[src/rtl/uart_tx_queue.sv]
// ---------------------------------------------------------------------------
// uart_tx_queue
//
// Circular byte FIFO sitting between the receive/controller path and the
// UART transmitter. Bursts of one-cycle write strobes are absorbed into the
// FIFO while the transmitter is busy; a small FSM drains one byte per frame
// through the tx_en / tx_status handshake.
//
// Ports:
//   sys_clk      system clock (50 MHz)
//   reset        asynchronous, active-low reset
//   wr_stb       one-cycle push strobe
//   wr_data      byte pushed when wr_stb=1
//   tx_status    transmitter idle (1) / busy (0), asynchronous, synchronised here
//   tx_en        one-cycle launch pulse to the transmitter
//   tx_data      byte to transmit, held from tx_en until the frame completes
//   full         occupancy == DEPTH
//   empty        occupancy == 0
//   level        current occupancy
//   overflow     sticky, set when a push is dropped
//   timeout_err  one-cycle pulse when tx_status never falls after tx_en
//   drop_cnt     saturating count of dropped pushes (UART_TXQ_DROP_CNT_EN only)
//
// Optional feature macro: UART_TXQ_DROP_CNT_EN
// ---------------------------------------------------------------------------
module uart_tx_queue #(
  parameter int DEPTH        = 16,
  parameter int ADDR_W       = 4,
  parameter int BUSY_TIMEOUT = 64
) (
  input  logic              sys_clk,
  input  logic              reset,
  input  logic              wr_stb,
  input  logic [7:0]        wr_data,
  input  logic              tx_status,
  output logic              tx_en,
  output logic [7:0]        tx_data,
  output logic              full,
  output logic              empty,
  output logic [ADDR_W:0]   level,
  output logic              overflow,
  output logic              timeout_err
`ifdef UART_TXQ_DROP_CNT_EN
  ,
  output logic [7:0]        drop_cnt
`endif
);

  localparam int CNT_W = (BUSY_TIMEOUT > 2) ? $clog2(BUSY_TIMEOUT) : 1;
  localparam logic [ADDR_W:0] DEPTH_L = (ADDR_W + 1)'(DEPTH);
  // The counter lands on BUSY_TIMEOUT-1 at the same edge that raises
  // timeout_err, so the check looks one count earlier.
  localparam logic [CNT_W-1:0] CNT_LAST = CNT_W'(BUSY_TIMEOUT - 2);

  typedef enum logic [1:0] {
    IDLE,
    ISSUE,
    WAIT_BUSY,
    WAIT_DONE
  } state_t;

  state_t            state;
  logic [7:0]        mem [DEPTH];
  logic [ADDR_W-1:0] wr_ptr;
  logic [ADDR_W-1:0] rd_ptr;
  logic [CNT_W-1:0]  busy_cnt;
  logic              ts_meta;
  logic              ts_s;
  logic              pop;
  logic              push;
  logic              drop;
  logic [ADDR_W:0]   level_next;

  // A pop only happens on the IDLE->ISSUE transition. A push is accepted
  // when there is room, or when that same edge pops and frees a slot.
  always_comb begin
    pop  = (state == IDLE) && !empty && ts_s;
    push = wr_stb && (!full || pop);
    drop = wr_stb && full && !pop;
    level_next = level;
    if (push && !pop) begin
      level_next = level + 1'b1;
    end else if (pop && !push) begin
      level_next = level - 1'b1;
    end
  end

  // Two-flop synchroniser for the asynchronous transmitter status. It comes
  // out of reset reading "busy" so nothing launches until the real status
  // has been sampled.
  always_ff @(posedge sys_clk or negedge reset) begin
    if (!reset) begin
      ts_meta <= 1'b0;
      ts_s    <= 1'b0;
    end else begin
      ts_meta <= tx_status;
      ts_s    <= ts_meta;
    end
  end

  // Storage array has no reset; validity is tracked by the pointers.
  always_ff @(posedge sys_clk) begin
    if (push) begin
      mem[wr_ptr] <= wr_data;
    end
  end

  // Pointers, occupancy flags and drop tracking, all updated on the same
  // edge as the pointer movement.
  always_ff @(posedge sys_clk or negedge reset) begin
    if (!reset) begin
      wr_ptr   <= '0;
      rd_ptr   <= '0;
      level    <= '0;
      full     <= 1'b0;
      empty    <= 1'b1;
      overflow <= 1'b0;
`ifdef UART_TXQ_DROP_CNT_EN
      drop_cnt <= 8'h00;
`endif
    end else begin
      if (push) begin
        wr_ptr <= wr_ptr + 1'b1;
      end
      if (pop) begin
        rd_ptr <= rd_ptr + 1'b1;
      end
      level <= level_next;
      full  <= (level_next == DEPTH_L);
      empty <= (level_next == '0);
      if (drop) begin
        overflow <= 1'b1;
      end
`ifdef UART_TXQ_DROP_CNT_EN
      if (drop && (drop_cnt != 8'hFF)) begin
        drop_cnt <= drop_cnt + 1'b1;
      end
`endif
    end
  end

  // Transmit handshake. tx_en is registered so it is high only while the
  // FSM sits in ISSUE. A timed-out byte is treated as consumed.
  always_ff @(posedge sys_clk or negedge reset) begin
    if (!reset) begin
      state       <= IDLE;
      tx_en       <= 1'b0;
      tx_data     <= 8'h00;
      busy_cnt    <= '0;
      timeout_err <= 1'b0;
    end else begin
      tx_en       <= 1'b0;
      timeout_err <= 1'b0;
      case (state)
        IDLE: begin
          if (pop) begin
            tx_data <= mem[rd_ptr];
            tx_en   <= 1'b1;
            state   <= ISSUE;
          end
        end
        ISSUE: begin
          busy_cnt <= '0;
          state    <= WAIT_BUSY;
        end
        WAIT_BUSY: begin
          if (!ts_s) begin
            state <= WAIT_DONE;
          end else begin
            busy_cnt <= busy_cnt + 1'b1;
            if (busy_cnt == CNT_LAST) begin
              timeout_err <= 1'b1;
              state       <= IDLE;
            end
          end
        end
        WAIT_DONE: begin
          if (ts_s) begin
            state <= IDLE;
          end
        end
        default: state <= IDLE;
      endcase
    end
  end

endmodule

[config.mk]
export PLATFORM = sky130hd
export DESIGN_NAME = uart_tx_queue
export DESIGN_NICKNAME = d
export VERILOG_FILES = /design/src/rtl/uart_tx_queue.sv
export SDC_FILE = /design/constraint.sdc
export NUM_CORES = 1
export LEC_CHECK = 0
export CORE_MARGIN = 1
export CORE_UTILIZATION = 45
export DETAILED_ROUTE_END_ITERATION = 7
export HOLD_SLACK_MARGIN = 0.08
export REMOVE_ABC_BUFFERS = 1
export SLEW_MARGIN = 5
export SYNTH_ARGS = -nofsm -noshare
export SYNTH_HDL_FRONTEND = slang
export SYNTH_SLANG_ARGS = --single-unit
[constraint.sdc]
create_clock -name sys_clk -period 2.9 [get_ports sys_clk]
set_input_delay 0.58 -clock sys_clk [delete_from_list [all_inputs] [get_ports sys_clk]]
set_output_delay 0.58 -clock sys_clk [all_outputs]
set_load 0.01 [all_outputs]
==> out/results.ini, run 1 <==
[route]
vias=3428
wl_per_cell_um=21.2
routed_wl_mm=13.0
ant_nets=0
vias_per_cell=5.60
route.detailed.drc=0
dr.pass1.iters=5
drt_iter0_drc=380

[synthesis]
seq_area_frac_synth=0.720
synthXorXnorAreaFrac=0.0106
avgSynthCellArea_um2=18.0
synthCells=366
synth_compound_area_frac=0.0362
synthMuxAreaShare=0.137
synth-simple-area-share=0.0615
synth_cell_types=46
synth-seq-cells=164
synth_edf_count=128
async_flop_share=0.220
synthesis.area_mm2=0.00660
yosys_warnings=0
yosys.area_share.adder=0.0171
synthFlopType=edfxtp_1
synth_top_family_by_area=multiplexers

[sta]
slew_headroom=0.441
rsz0062_at_grt=no
tns_ps=0
drv_slew=0
min_period_over_period=0.812
skew_ps=7.71
fmaxAchievable_ghz=0.425
tightest_slew_ps=839
layout_min_cycle_time_ps=2360
hold_viol=0
finalSetupViolations=0

[setup_path]
cp-start-kind=flop
arrival_ps=2480
cp-end-kind=flop
cp_max_fo=21
path_class=reg2reg
worstSetupStartpoint=state[1]$_DFFE_PN0P_
required_ps=3020
r2r-start=state[1]$_DFFE_PN0P_

[final_layout]
regArea_mm2=0.00475
fill_cells=1101
finalNetCount=440
area_delta_synth_final_pct=17.9
diodes=0
instances_no_fill=612
multiInputGateArea_mm2=0.00173
drive_gt1_frac=0.227

[cts]
ctsResizeCount=0
cts_hold_buf=0
cts_setup_buffers=0
cts_tree=yes
cts.sinks=164
insertion_delay_ps=420
cts.htree.levels=4
root_buffer=clkbuf_16
clk_pin_slew_ps=60
numCtsBuffers=17
clock_tree.buffer_depth=2

[pwr]
power.total_uw=7580
peakVddDrop_v=0.000533
power_density_mw_per_mm2=975
leakage_uw=0.00273

[grt]
grt_pass1_vias=3581
antenna_found_initial=0
overflow=0
grt_max_degree=37
grtUsageTotal=0.197
grt_pass1_wl_mm=20.6

[place]
dp_cells=580
io_buffers=29
hpwl_mm=8.36
gp_congestion=0.774

[outcome]
status=complete, no violations

[hold_path]
hold_class=in2async

[floorplanning]
die_width_um=123
die_area_mm2=0.0151
core_mm2=0.0141
dieHeight_um=123
initial_core_util=0.468
ios=30
rows=43

[run]
max_cap_viol_count=0

==> synthesized netlist by cell type (all sizes together) (6+ instances only) <==
cell type / number / area, µm²
nand2: 24 / 92.6
dfrtp: 35 / 876
mux2i: 18 / 193
buf: 11 / 65.1
nor3: 6 / 30.0
mux4: 31 / 698
nand4: 6 / 37.5
nor2: 15 / 56.3
o221ai: 6 / 52.6
inv: 7 / 26.3
nand3: 8 / 40.0
xnor2: 8 / 70.1
ha: 9 / 113
clkbuf: 6 / 23.8
edfxtp: 128 / 3840
o21ai: 11 / 55.1
==> final timing paths <==
path                                              end  slack (ps)  cells after the start
min in group sys_clk                   ts_s$_DFF_PN0_         360                      0
worst max register to register    mem[1][5]$_DFFE_PP_         540                      5
worst max-delay path              mem[1][5]$_DFFE_PP_         540                      5
max in group asynchronous       rd_ptr[1]$_DFFE_PN0P_        2060                      1
worst min-delay path                  tx_en$_DFF_PN0_         260                      1
worst min register to register         ts_s$_DFF_PN0_         360                      0
==> where the power goes <==
| group | leakage [µW] | internal (µW) | switching (µW) | total [µW] |
|---|---|---|---|---|
| Sequential | 0.00160 | 2920 | 327 | 3250 |
| Combinational | 0.000840 | 1070 | 1070 | 2130 |
| Clock | 0.000284 | 1270 | 922 | 2190 |
| Total | 0.00273 | 5260 | 2310 | 7580 |
==> placed cells by master, fill, tap and decap left out, types with 3 or more instances in the layout <==
| cell | netlist | layout |
|---|---|---|
| nand2b_1 | 3 | 3 |
| nand2_1 | 23 | 23 |
| o221ai_1 | 6 | 6 |
| inv_6 | 0 | 4 |
| edfxtp_1 | 128 | 128 |
| nor2_1 | 15 | 15 |
| o21ai_0 | 11 | 11 |
| ha_1 | 9 | 9 |
| nor3_1 | 6 | 6 |
| inv_1 | 7 | 7 |
| buf_4 | 0 | 21 |
| nor4_1 | 3 | 3 |
| clkinv_2 | 1 | 6 |
| dfrtp_1 | 35 | 34 |
| nand3_1 | 8 | 8 |
| clkdlybuf4s50_1 | 0 | 28 |
| mux4_2 | 31 | 31 |
| nand4_1 | 6 | 6 |
| xnor2_1 | 8 | 8 |
| mux2i_1 | 17 | 17 |
| clkbuf_16 | 0 | 17 |
==> critical path, stage by stage (launching register included) <==
cell,delay [ps]
dfrtp_1,400
or4b_4,720
a21oi_4,330
nand2_1,180
nor3_1,190
buf_4,220
==> state kept, by name (all words and copies together), names as in the netlist, 2 cells and up <==
name,count
tx_data,8
wr_ptr,4
state,2
level,5
busy_cnt,6
rd_ptr,4
mem,128
==> per-layer routing <==
layer | GRT usage | part of all wire | wire, µm | vias to the layer above
met3 | 0.0595 | 0.054 | 706 | 13
met4 | 0.0542 | 0.0080 | 104 | 0
met2 | 0.301 | 0.48 | 6180 | 87
met1 | 0.276 | 0.46 | 6000 | 1772
met5 | 0 | 0 | 0 | -
li1 | - | - | - | 1556
==> layout make-up <==
cell class	instances	share of cell area
inverters	8	0.00402
multi-input cells	177	0.222
well taps	180	0.0290
repair buffers	51	0.0596
clock inverters	15	0.0196
flip-flops and latches	164	0.611
clock buffers	17	0.0547
==> stage by stage <==
stage          hold slack [ps]   util  instance area, µm²  setup WS, ps
3_3_place_gp               344  0.510                7200           440
5_1_grt                    311  0.551                7770           409
3_5_place_dp               339  0.510                7200           391
4_1_cts                    269  0.551                7770           538
6_report                   261  0.551                7770           545
2_1_floorplan              284      -                6510           450
==> logic make-up after synthesis <==
group,Yosys count
muxes,50
xor gates and xnor gates,8
AOI/OAI and AO/OA,32
buffers and inverters,25
DFF,164
adders and majority gates,9
and+or+nand+nor,78
Note: power is estimated with default switching activity, not from simulation.
==> inputs of run 2 (changes only) <==
Clock period 2.9 ns to 2.2 ns, I/O delays scaled along.
==> run 2 against run 1 <==
  * Sequential cell count stayed put
  * Routed wire length is 2.6% lower
  * Global-route usage decreased by 0.68 points
  * Non-clock buffer count grew 6
  * Via count down 1.4%
  * Highest routed layer unchanged
==> out/results.ini, run 2 (synthesis gave the netlist of run 1 again) <==
[sta]
rsz0062_at_grt=no
slew_headroom=0.589
fmaxAchievable_ghz=0.483
finalSetupViolations=0
setup_ws_ps=131
hold_slack_ps=348
tightest_slew_ps=615
layout_min_cycle_time_ps=2070
min_period_over_period=0.941
hold_viol=0
drv_slew=0
skew_ps=8.50

[grt]
antenna_found_initial=0
grt_pass1_wl_mm=20.1
grtUsageTotal=0.190
grt_pass1_vias=3490
grt_max_degree=37
overflow=0

[cts]
cts_tree=yes
root_buffer=clkbuf_16
clock_tree.buffer_depth=2
clk_pin_slew_ps=60
cts.sinks=164
numCtsBuffers=17
insertion_delay_ps=420
cts.htree.levels=4

[place]
hpwl_mm=8.09
io_buffers=29
dpl_worst_slack_ps=-4.00
gp_congestion=0.832

[floorplanning]
dieHeight_um=123
rows=43
initial_core_util=0.468
core_mm2=0.0141
ios=30
die_area_mm2=0.0151
die_width_um=123

[final_layout]
multiInputGateArea_mm2=0.00174
area_delta_synth_final_pct=19.0
largest_register=mem
finalNetCount=446
drive_gt1_frac=0.231
final_common_cell=edfxtp_1
fill_cells=1106
regArea_mm2=0.00475
largest_reg_flops=128
final_cell_mix=edfxtp_1, dfrtp_1, mux4_2, clkdlybuf4s50_1, buf_4
diodes=0
reg.largest.list=mem (128), tx_data (8), busy_cnt (6)

[hold_path]
holdPathStages=0
hold_class=reg2reg
min-delay-start=ts_meta$_DFF_PN0_

[pwr]
peakVddDrop_v=0.000745
power.total_uw=10000
leakage_uw=0.00276
power_density_mw_per_mm2=1280

[setup_path]
reg2reg_depth=5
worstSetupStartpoint=state[0]$_DFFE_PN0P_
cp-end-kind=flop
cp-start-kind=flop
cp_max_fo=16
arrival_ps=2370
path_class=reg2reg
r2r-start=state[0]$_DFFE_PN0P_
required_ps=2500

[route]
routed_wl_mm=12.7
drt_iter0_drc=204
vias_per_cell=5.47
ant_nets=0
dr.pass1.iters=4
vias=3379
route.detailed.drc=0
wl_per_cell_um=20.5

[run]
max_cap_viol_count=0

[outcome]
status=complete, no violations

-- run 2: cell types whose count changed in the layout (fill, tap and decap cells not counted), sizes merged --
| cell | change |
|---|---|
| inv | -1 |
| dlygate4sd3 | +1 |
| clkinv | -2 |
| clkbuf | +4 |
| clkinvlp | -1 |
| buf | +5 |
-- run 2: final cells by class --
type | instances | area share
clock buffers | 21 | 0.0574
clock inverters | 11 | 0.0161
inverters | 8 | 0.00398
multi-input cells | 177 | 0.221
flip-flops and latches | 164 | 0.605
well taps | 180 | 0.0287
repair buffers | 57 | 0.0682
-- run 2: critical path, cell delays in order, from the launching register on --
cell and delay, ps:
dfrtp_1 410, or4b_4 610, clkinv_2 210, mux2i_1 240
xnor2_1 130, nor4_1 360
-- run 2: power breakdown --
part	switching (µW)	internal [µW]	total, µW
sequential	361	3860	4220
combinational	1470	1470	2940
clock	1170	1710	2880
total	3000	7040	10000
-- run 2: path summary, 6_finish.rpt --
check	to	slack, ps
worst min-delay path	ts_s$_DFF_PN0_	350
worst max register to register	empty$_DFF_PN1_	130
worst min register to register	ts_s$_DFF_PN0_	350
worst max-delay path	empty$_DFF_PN1_	130
max in group asynchronous	empty$_DFF_PN1_	1240
min in group asynchronous	tx_en$_DFF_PN0_	600
-- run 2: repair_timing --
item                                    CTS  global route
endpoints found under the hold margin    11             0
gates resized for setup                   0             1
endpoints found under the setup margin    0            32
hold buffers                              1             0
setup buffers                             0             1
-- run 2: routing by layer --
metal,vias up,track usage,wire length [µm]
met1,1727,0.254,5550
met4,0,0.0535,133
met5,-,0,0
met2,78,0.311,6410
met3,8,0.0475,564
li1,1566,-,-
-- run 2: through the flow --
step	cells	area, µm²	TNS (ps)	util
2_1_floorplan	349	6510	-9410	-
3_3_place_gp	584	7250	0	0.514
3_5_place_dp	584	7250	-4.00	0.514
4_1_cts	617	7840	0	0.556
5_1_grt	618	7850	0	0.557
6_report	618	7850	0	0.557
==> inputs of run 3 (changes only) <==
Settings changed: SLEW_MARGIN 5 to 20.
==> results of run 3 <==
Same layout as run 2: the final DEF is identical, and so are final timing and power.
==> patch 1 (settings of run 2) <==
Change the parameter `BUSY_TIMEOUT` from 64 to 32.
--- a/src/rtl/uart_tx_queue.sv
+++ b/src/rtl/uart_tx_queue.sv
@@ -28,3 +28,3 @@
   parameter int ADDR_W       = 4,
-  parameter int BUSY_TIMEOUT = 64
+  parameter int BUSY_TIMEOUT = 32
 ) (
Formal check against the unedited RTL: same outputs for any inputs over 4 cycles, from zero or initial values and one cycle with reset low; that may be too few to reach the edited logic, so the function may still have changed.
==> patch 1 against run 2 <==
Sequential cell count is 1 lower. Area after synthesis is 0.25% lower. Final area is 0.61% higher. Via count is 1.7% higher. Power is 1.1% higher. Worst hold slack better by 0.0060 ns. Setup slack worse by 0.028 ns. Wire length is 0.83% higher.
==> patch 1: results (changes against run 2) <==
setup_path:
  crit_end: "full"  # was empty
  rr_worst_depth: 7  # was 5
  crit_fanout: 6  # was 16
  regToRegSetupSlack_ns: 0.10  # was 0.13 ns
  timing.rr.start: "state[1]"  # was state[0]
power:
  max-vdd-ir-drop_v: 0.000680  # was 0.000745 V
  pwr-share-comb_pct: 29.7  # was 29.3%
  p_seq_uw: 4270  # was 4220 uW
  internal-power_uw: 7000  # was 7040 uW
  pwr-share-clk_pct: 28.2  # was 28.7%
  p_leak_uw: 0.00283  # was 0.00276 uW
route:
  top_layer: "met4"  # unchanged
  met1_length_mm: 5.90  # was 5.55 mm
  met2_length_mm: 6.22  # was 6.41 mm
  dr_wl_met3_um: 426  # was 564 um
  wl_mm: 12.8  # was 12.7 mm
  drt_iter0_markers: 213  # was 204
  first_pass_iters: 4  # unchanged
  vias: 3435  # was 3,379
placement:
  dp.cells: 593  # was 584
  place_congestion: 0.795  # was 0.832
  dpl_cell_area_um2: 7290  # was 7250 um^2
  hpwl_mm: 8.13  # was 8.09 mm
  dp_worst_setup_slack_ns: -0.0322  # was -0.00400 ns
logic_synthesis:
  ys_types: 48  # was 46
  synth.yosys.seq_area_share_pct: 71.8  # was 72.0%
  synth_common_cells: "edfxtp_1 (128), dfrtp_1 (34), mux4_2 (31)"  # was edfxtp_1 (128), dfrtp_1 (35), mux4_2 (31)
  synth_area_leaders: "edfxtp_1 (58%), dfrtp_1 (13%), mux4_2 (11%)"  # unchanged
  avgSynthCellArea_um2: 18.0  # about the same
  synth-async-reset-ratio_pct: 21.5  # was 22.0%
cells_and_area:
  drive_gt1_share_pct: 25.1  # was 23.1%
  nets: 454  # was 446
  final_cells: 626  # was 618
  reg_top3: "mem (128), tx_data (8)"  # was mem (128), tx_data (8), busy_cnt (6)
  n_antenna_cell: 0  # unchanged
global_routing:
  grt_max_degree: 30  # was 37
  grt_pass1_vias: 3455  # was 3,490
  met3_usage_pct: 3.97  # was 4.75%
  grtUsageMet2_pct: 29.6  # was 31.1%
  grt_pass1_wl_mm: 19.8  # was 20.1 mm
  met1_usage_pct: 25.4  # about the same
  grt_use_total_pct: 18.9  # was 19.0%
sta:
  tightest_slew_ns: 0.762  # was 0.615 ns
  finClkSkew_ns: 0.0108  # was 0.00850 ns
  whs_ns: 0.354  # was 0.348 ns
  min_period_ns: 2.10  # was 2.07 ns
  timing.final.hold_violations: 0  # unchanged
cts:
  h-tree-depth: 4  # unchanged
outcome:
  outcome: "complete, no violations"  # unchanged
worst_hold_path:
  hold_path.startpoint: "ts_meta"  # unchanged
[patch 1: cell types whose count changed after synthesis, moves of 3 or more]
cell,before,now
o21ai_0,11,15
nor2_1,15,18
a2bb2oi_1,1,5
o221ai_1,6,2
nand3_1,8,4
nand2_1,23,18
xor2_1,0,3
buf_2,7,4
[patch 1: what timing repair did]
action / 4_1_cts / 5_1_grt
resized for setup: 0 / 4
buffers inserted: 0 / 0
hold endpoints to repair: 19 / 0
hold buffers: 1 / 0
endpoints found under the setup margin: 0 / 25
[patch 1: area by class of cell]
type	count	area, um^2
fillers	1098	6200
flip-flops and latches	163	4720
multi-input cells	177	1760
repair buffers	66	591
clock buffers	17	425
well taps	180	225
clock inverters	15	148
inverters	8	31.3
[patch 1: logic make-up (layout without fill, tap and decap cells)]
group,after synthesis,after routing,share of synthesized area [%]
buf+inv,26,106,1.92
simple gates,72,72,5.63
fa+ha+maj,9,9,1.71
compound gates,37,37,4.28
flops,163,163,71.8
mux,49,49,13.4
xor+xnor,10,10,1.33
==> patch 2 (settings of run 2) <==
Made on the original files. Encoding of `state_t`: now one-hot (4 bits for 4 states).
--- a/src/rtl/uart_tx_queue.sv
+++ b/src/rtl/uart_tx_queue.sv
@@ -54,7 +54,7 @@
 
-  typedef enum logic [1:0] {
-    IDLE,
-    ISSUE,
-    WAIT_BUSY,
-    WAIT_DONE
+  typedef enum logic [3:0] {
+    IDLE      = 4'b0001,
+    ISSUE     = 4'b0010,
+    WAIT_BUSY = 4'b0100,
+    WAIT_DONE = 4'b1000
   } state_t;
Function: no difference found for any inputs over 10 cycles, from zero or initial values and one cycle with reset low; not proved beyond that.
==> patch 2 against run 2 <==
Non-clock buffer count rose by 8. Clock skew fell by 0.00070 ns. Final area rose by 4.0%. Synthesized cell count rose by 6.3%. Sequential cell count rose by 2. Global-route usage fell by 0.62 points. Area after synthesis rose by 2.2%. Fmax fell by 1.2%. Wire length rose by 3.6%. First-iteration DRC count rose by 27%. Power rose by 4.5%. Critical path depth rose by 3. Setup slack got worse by 0.025 ns.
==> patch 2: results (changes against run 2) <==
cells_and_area:
  multi_input_gates: 191  # was 177
  buffer_area_share_pct: 8.05  # was 6.82%
  nNonClkInverters: 13  # was 8
  multi_input_area_share_pct: 22.4  # was 22.1%
  drive_gt1_share_pct: 25.3  # was 23.1%
  syn_to_final_growth_pct: 21.1  # was 19.0%
  nets: 475  # was 446
  n_all_buffers: 65  # was 57
  nFillCells: 1110  # was 1,106
  final-clk-cell-share_pct: 7.31  # was 7.35%
  final_cells: 651  # was 618
  seq_area_share_pct: 58.8  # was 60.5%
floorplan:
  num_rows: 44  # was 43
route:
  dr_wl_met3_um: 525  # was 564 um
  vias: 3548  # was 3,379
  met2_length_mm: 6.22  # was 6.41 mm
  drt_iter0_markers: 260  # was 204
  met1_length_mm: 6.20  # was 5.55 mm
global_routing:
  met3_usage_pct: 4.81  # was 4.75%
  grt_max_degree: 25  # was 37
  grt_pass1_wl_mm: 20.8  # was 20.1 mm
  grtUsageMet2_pct: 27.9  # was 31.1%
  met1_usage_pct: 25.8  # was 25.4%
  grt_use_total_pct: 18.4  # was 19.0%
logic_synthesis:
  synth-async-reset-ratio_pct: 22.9  # was 22.0%
  synth_common_cells: "edfxtp_1 (128), dfrtp_1 (36), mux4_2 (32)"  # was edfxtp_1 (128), dfrtp_1 (35), mux4_2 (31)
  yosys.area_share.adder_pct: 1.67  # was 1.71%
  avgSynthCellArea_um2: 17.3  # was 18.0 um^2
  ys_types: 50  # was 46
  muxShareOfSynthArea_pct: 13.3  # was 13.7%
placement:
  hpwl_mm: 8.79  # was 8.09 mm
  dp.cells: 618  # was 584
  dpl_cell_area_um2: 7520  # was 7250 um^2
setup_path:
  cp_slowest_cell: "dfstp_2"  # was or4b_4
  arrival_ns: 2.23  # was 2.37 ns
  regToRegSetupSlack_ns: 0.11  # was 0.13 ns
  rr_worst_depth: 8  # was 5
  critPathMaxStageDelay_ns: 0.56  # was 0.61 ns
  timing.rr.start: "state[0]"  # unchanged
cts:
  cts_sinks: 166  # was 164
power:
  powerComb_uw: 3210  # was 2940 uW
  seq_power_share_pct: 40.9  # was 42.0%
  power.total_uw: 10500  # was 10,000 uW
  max-vdd-ir-drop_v: 0.000674  # was 0.000745 V
outcome:
  outcome: "complete, no violations"  # unchanged
sta:
  tightest_slew_ns: 0.663  # was 0.615 ns
## patch 2: kinds of logic after synthesis
logic type / count (synthesis)
AOI/OAI and AO/OA: 37
xor gates and xnor gates: 14
adders and majority gates: 9
buffers and inverters: 32
DFF: 166
muxes: 49
and+or+nand+nor: 82
## patch 2: how the worst max path moves through the flow
stage / cells past startpoint / slack (ns) / to / from
after floorplan: 4 / -0.40 / tx_data[6] / rd_ptr[0]
after global placement: 5 / 0.06 / mem[4][3] / wr_stb
after detailed placement: 5 / 0.04 / mem[4][2] / wr_stb
after CTS: 8 / 0.09 / mem[12][1] / state[0]
after global routing: 8 / 0.004 / mem[13][1] / state[0]
final: 8 / 0.11 / mem[14][1] / state[0]
## patch 2: per-stage QoR
stage                     TNS, ns  setup WS (ns)
final                           0          0.106
after floorplan            -23.24         -0.401
after CTS                       0         0.0905
after global routing            0        0.00433
after detailed placement        0         0.0421
after global placement          0         0.0583
